File: src/rtl/serial_subtractor.sv
`timescale 1ns/1ps
// serial_subtractor
//   Bit-serial WIDTH-bit subtractor, D = A - B. It processes one bit per clock,
//   LSB first, through a single full-subtractor cell and a borrow flip-flop.
//   An operation is accepted on a start strobe while idle and runs for exactly
//   WIDTH cycles. Completion is marked by a one-cycle done pulse, when D and
//   Bout are updated together.
//
//   Ports:
//     clk    rising-edge clock
//     rst    asynchronous, active-high reset; clears every register
//     start  request; sampled only while idle (busy = 0)
//     A, B   minuend / subtrahend, captured on the accepting edge
//     busy   high while an operation is in progress
//     done   one-cycle pulse: D/Bout were just updated
//     D      registered difference, held until the next completion
//     Bout   final borrow out of the MSB (1 = A < B unsigned), held like D
//     OVF    signed overflow (only with SERIAL_SUB_OVF_EN defined)
//
//   Optional feature macro: SERIAL_SUB_OVF_EN adds the OVF output. OVF is the
//   borrow into the MSB XOR the borrow out of the MSB. It is captured on the
//   last RUN edge.
module serial_subtractor #(
  parameter int WIDTH = 8
) (
  input  logic             clk,
  input  logic             rst,
  input  logic             start,
  input  logic [WIDTH-1:0] A,
  input  logic [WIDTH-1:0] B,
  output logic             busy,
  output logic             done,
  output logic [WIDTH-1:0] D,
  output logic             Bout
`ifdef SERIAL_SUB_OVF_EN
  ,
  output logic             OVF
`endif
);

  localparam int CW = $clog2(WIDTH);

  typedef enum logic {IDLE = 1'b0, RUN = 1'b1} state_t;

  state_t           state;
  state_t           state_nxt;
  logic [WIDTH-1:0] sa;
  logic [WIDTH-1:0] sb;
  logic [WIDTH-1:0] sd;
  logic             borrow;
  logic [CW-1:0]    count;
  logic             accept;
  logic             last_bit;
  logic [1:0]       fs;
  logic             d_bit;
  logic             borrow_nxt;

  // Full-subtractor cell: returns {borrow_out, difference}.
  function automatic logic [1:0] full_sub(input logic a, input logic b, input logic bi);
    full_sub = {(~a & b) | (~(a ^ b) & bi), a ^ b ^ bi};
  endfunction

  always_comb begin
    fs         = full_sub(sa[0], sb[0], borrow);
    d_bit      = fs[0];
    borrow_nxt = fs[1];
  end

  // State register
  always_ff @(posedge clk or posedge rst) begin
    if (rst) state <= IDLE;
    else     state <= state_nxt;
  end

  // Next-state logic
  always_comb begin
    state_nxt = state;
    case (state)
      IDLE:    if (start)    state_nxt = RUN;
      RUN:     if (last_bit) state_nxt = IDLE;
      default: state_nxt = IDLE;
    endcase
  end

  // Output / control decode
  always_comb begin
    busy     = (state == RUN);
    accept   = (state == IDLE) && start;
    last_bit = (state == RUN) && (count == CW'(WIDTH - 1));
  end

  // Serial datapath: operand capture, bit step, result commit
  always_ff @(posedge clk or posedge rst) begin
    if (rst) begin
      sa     <= '0;
      sb     <= '0;
      sd     <= '0;
      borrow <= 1'b0;
      count  <= '0;
      done   <= 1'b0;
      D      <= '0;
      Bout   <= 1'b0;
`ifdef SERIAL_SUB_OVF_EN
      OVF    <= 1'b0;
`endif
    end else begin
      done <= last_bit;
      if (accept) begin
        sa     <= A;
        sb     <= B;
        borrow <= 1'b0;
        count  <= '0;
      end else if (state == RUN) begin
        sa     <= sa >> 1;
        sb     <= sb >> 1;
        // Difference bits enter at the MSB so the first (LSB) bit lands in
        // sd[0] after WIDTH shifts.
        sd     <= {d_bit, sd[WIDTH-1:1]};
        borrow <= borrow_nxt;
        count  <= count + 1'b1;
      end
      if (last_bit) begin
        D    <= {d_bit, sd[WIDTH-1:1]};
        Bout <= borrow_nxt;
`ifdef SERIAL_SUB_OVF_EN
        // On the last bit, borrow is the borrow into the MSB.
        OVF  <= borrow ^ borrow_nxt;
`endif
      end
    end
  end

endmodule

File: config.mk
export PLATFORM = sky130hd
export DESIGN_NAME = serial_subtractor
export DESIGN_NICKNAME = d
export VERILOG_FILES = /design/src/rtl/serial_subtractor.sv
export SDC_FILE = /design/constraint.sdc
export NUM_CORES = 1
export LEC_CHECK = 0
export CAP_MARGIN = 20
export CORE_MARGIN = 2
export CORE_UTILIZATION = 30
export CTS_CLUSTER_SIZE = 24
export DETAILED_ROUTE_END_ITERATION = 10
export GPL_TIMING_DRIVEN = 0
export REMOVE_ABC_BUFFERS = 1
export SLEW_MARGIN = 20
export SYNTH_ARGS = -nofsm -noshare
export SYNTH_HDL_FRONTEND = slang
export SYNTH_SLANG_ARGS = --single-unit
File: constraint.sdc
create_clock -name clk -period 2.1 [get_ports clk]
set_input_delay 0.21 -clock clk [delete_from_list [all_inputs] [get_ports clk]]
set_output_delay 0.21 -clock clk [all_outputs]
set_load 0.02 [all_outputs]
# Yosys cells after proc, flatten, opt, wreduce, memory -nomap -nowiden
# Cells that the tools add are included.
dict set report totals {
  ff_bits 39
}
dict set report classes {
  n_addsub 1
  n_eq_ne 1
  mux 11
  bitwise_logic 9
  reduce_logical 4
}
# cell n
set ops {}
lappend ops {{two-way mux 8 bit} 4}
lappend ops {{two-way mux 3 bit} 2}
lappend ops {{two-way mux 1 bit} 4}
lappend ops {{NOT 1 bit} 4}
lappend ops {{adder 3 x 1 -> 3 bit, second input constant} 1}
lappend ops {{equality test 3 bit, second input constant} 1}
lappend ops {{bitwise AND 1 bit} 2}
lappend ops {{logical AND 1 bit} 2}
lappend ops {{one-hot mux 1 bit (2 select lines)} 1}
lappend ops {{AND reduction 2 bit} 1}
lappend ops {{nonzero test 2 bit} 1}
lappend ops {{XOR 1 bit} 2}
lappend ops {{bitwise OR 1 bit} 1}

# Longest topological paths before layout
dict set report depth {
  word_depth 6
  mapped_depth 4
  depth_no_buf 4
}

# Worst setup path after synthesis
# Ideal clock, no wire load.
dict set report synth_timing {
  path_type {flip-flop to flip-flop}
  start {register count[0]}
  end {register D[0]}
  setup_ns 0.125
  arrival_ns 1.237
  required_ns 1.975
  setup_slack_ns 0.738
  stages_incl_launch_ff 5
  n_path_buf 0
  path_cell_list {dfrtp_1 > ha_1 > ha_1 > nand2_4 > mux2_4}
}
dict set report synth_via {
  elab_chain_len 2
}
# item line_no
set synth_rtl {}
lappend synth_rtl {{from (decl)} 51} ;# logic [CW-1:0] count;
lappend synth_rtl {{from (signal assigned)} 120} ;# count <= count + 1'b1;
lappend synth_rtl {{equality test 3 bit} 89} ;# last_bit = (state == RUN) && (count == CW'(WIDTH - 1));
lappend synth_rtl {{logical AND 1 bit} 89}
lappend synth_rtl {{to (signal assigned)} 123} ;# D <= {d_bit, sd[WIDTH-1:1]};
lappend synth_rtl {{to (decl)} 33} ;# output logic [WIDTH-1:0] D,
# Every way passes these cells.
# A chain may end at the register's enable or synchronous reset.

# Worst setup path after layout
dict set report layout_timing {
  start {register state (netlist: busy)}
  end {output busy}
}
# item line_no
set layout_lines {}
lappend layout_lines {{from (decl)} 45} ;# state_t state;
lappend layout_lines {{from (signal assigned)} 72} ;# else state <= state_nxt;
lappend layout_lines {{to (decl)} 31} ;# output logic busy,
# No word-level cell between the ends.

==> flow_summary.toml <==
[logic_synthesis]
synth_cells = 126
syn_area_sq_um = 1630
ys_warn_count = 0
ys_types = 20
yosysSeqAreaShare = 0.582
synth.avg_cell_area_sq_um = 13.0
ys_ff_latch = 38

[routing]
wl_microns = 2710
wl_per_cell_microns = 12.0
top_layer_used = "met4"
detail-route-antenna-nets = 0
drt_iter0_drc = 60
vias_per_cell = 4.36
post-route-drc-count = 0
drtPass1Iterations = 3
vias = 986
met2_length_microns = 1260
dr_wl_met3_microns = 138
met1Wirelength_microns = 1260

[global_routing]
antenna_found_initial = 0
grt_pass1_vias = 1045
grt_overflow = 0
grt_pass1_wl_microns = 4720
grt_max_degree = 50
grtUsageTotal = 0.101

[clock_network]
numCtsBuffers = 5
clockRootBuffer = "clkbuf_8"
cts.sink_count = 38
insertion_delay_ns = 0.29
htree_levels = 2
cts_setup_buffers = 0
postCtsHoldBufs = 0
clock_path_buffers = 2
cts.clk_slew.worst_paths_ns = 0.08
cts_tree = "yes"

[sta]
slew_violations = 0
min_period_ns = 1.95
finalCritPeriodShare = 0.931
final_hold_viol_count = 0
rsz0062_at_grt = "no"
fin_skew_ns = 0.00427
max_slew_margin = 0.284
worstMarginPinSlew_ns = 1.07
finalHoldWorstSlack_ns = 0.383
setup_viol = 0
fmax_mhz = 512
fin_tns_setup_ns = 0
setup_ws_ns = 0.146

[critical_path]
critical_path.top_delay_family = "flip-flops"
crit_arrival_ns = 1.74
cp.buffers_inverters = 1
worstSetupEndpointType = "output port"
r2r_start = "count[0]$_DFFE_PP0P_"
critical_path_class = "flop to output port"
slowest_delay_ns = 0.74
cp.required_ns = 1.89
worst_path_max_delay_cell = "dfrtp_4"
r2r_end = "D[2]$_DFFE_PP0P_"
cp_max_fo = 49
rrSetupSlack_ns = 0.66
start_kind = "flop"
crit_chain = "clkdlybuf4s50_1"
reg2reg_depth = 4

[pwr]
p_leak_nw = 0.981
vdd_ir_drop_max_v = 0.000528
power_mw = 3.15
power_density_nw_per_um2 = 1500

[floorplanning]
die_w_microns = 77.8
initial_utilization = 0.316
die_h_microns = 77.8
io_pins = 30
die_area_sq_um = 6050
core_area_sq_um = 5170
num_rows = 26

[finish]
nFillCells = 496
drive_above_1_share = 0.173
n_antenna_cell = 0
finalNetCount = 177
ff_latch_area_sq_um = 955
finish.instance_area_sq_um = 2110
multi_input_area_sq_um = 619
area_delta_synth_final_pct = 29.0

[place]
placedInstanceArea_sq_um = 1970
gp_congestion = 0.688
io_buffers = 29
pre_cts_ws_ns = 0.103
dp_hpwl_microns = 1840

[flow_run]
maxCapViolCount = 0

[min_path]
hp-class = "primary input to async pin"

[outcome]
outcome = "finished, final reports clean"
## cell usage in the layout (no fill, tap or decap)
cell / count
dfrtp_1: 37
clkdlybuf4s50_1: 29
mux2i_1: 17
nand2_1: 15
o21ai_0: 15
mux2_2: 8
mux2_4: 8
clkbuf_8: 5
inv_1: 4
nor2_1: 3
nand2b_1: 2
ha_1: 2
bufinv_16: 2
nand2_4: 1
a21oi_1: 1
a31oi_1: 1
inv_2: 1
a22o_1: 1
o31ai_1: 1
fa_1: 1
dfrtp_4: 1
clkinv_4: 1
## power by group
group          total, mW  leakage (nW)  switching (mW)  internal (mW)
Combinational       1.04         0.436           0.414          0.623
Sequential          1.38         0.477           0.308           1.07
Clock              0.740        0.0683           0.265          0.476
Total               3.15         0.981           0.987           2.17
## layer usage
| layer | GRT usage | vias to the layer above |
|---|---|---|
| li1 | - | 487 |
| met1 | 0.119 | 466 |
| met2 | 0.162 | 28 |
| met3 | 0.0349 | 5 |
| met4 | 0.0482 | 0 |
| met5 | 0 | - |
## worst max path at each step
stage                        start                   end  slack (ns)  cells after the start
floorplan           busy$_DFF_PP0_      D[0]$_DFFE_PP0P_        0.25                      2
global placement    busy$_DFF_PP0_                  busy       -0.18                      1
detailed placement           start  count[0]$_DFFE_PP0P_        0.10                      3
CTS                 busy$_DFF_PP0_                  busy        0.12                      1
global route        busy$_DFF_PP0_                  busy        0.07                      1
finish              busy$_DFF_PP0_                  busy        0.15                      1
## synth_stat cells
cell type | count | area [sq um]
nand2_1 | 15 | 56.3
clkbuf_1 | 1 | 3.75
o21ai_0 | 15 | 75.1
inv_1 | 5 | 18.8
buf_2 | 3 | 15.0
a21oi_1 | 1 | 5.00
fa_1 | 1 | 20.0
a22o_1 | 1 | 8.76
a31oi_1 | 1 | 6.26
nand2b_1 | 2 | 12.5
mux2_4 | 8 | 120
nor2_1 | 3 | 11.3
mux2i_1 | 17 | 170
o31ai_1 | 1 | 7.51
buf_6 | 1 | 11.3
ha_1 | 2 | 25.0
dfrtp_1 | 38 | 951
mux2_2 | 8 | 90.1
buf_4 | 2 | 15.0
nand2_4 | 1 | 11.3
## sequential cells by signal, indices dropped and copies added (netlist names)
signal,flops
D,8
sa,8
sb,8
sd,7
count,3
Bout,1
borrow,1
busy,1
done,1
## kinds of logic (layout without fill, tap and decap cells)
group,after synthesis,count (layout),share of synthesized area
simple gates,21,21,0.0559
buf+inv,12,42,0.0390
compound gates,19,19,0.0628
fa+ha+maj,3,3,0.0276
flops,38,38,0.582
mux,33,33,0.233
## stage by stage
stage	utilization	std cells
after global placement	0.380	218
after global routing	0.408	226
after detailed placement	0.381	218
after CTS	0.408	226
final	0.408	226
after floorplan	-	119
## final cells by class
class	instances	share of cell area
sequential	38	0.453
timing repair buffer	29	0.138
tap	70	0.0415
inverter	5	0.00890
clock inverter	3	0.0326
multi-input combinational	76	0.294
clock buffer	5	0.0326
## repair_timing
action / in CTS / in global routing
gates resized for setup: 1 / 0
hold endpoints to repair: 0 / 0
setup endpoints to repair: 1 / 0
Power figures use the tool's default switching activity.
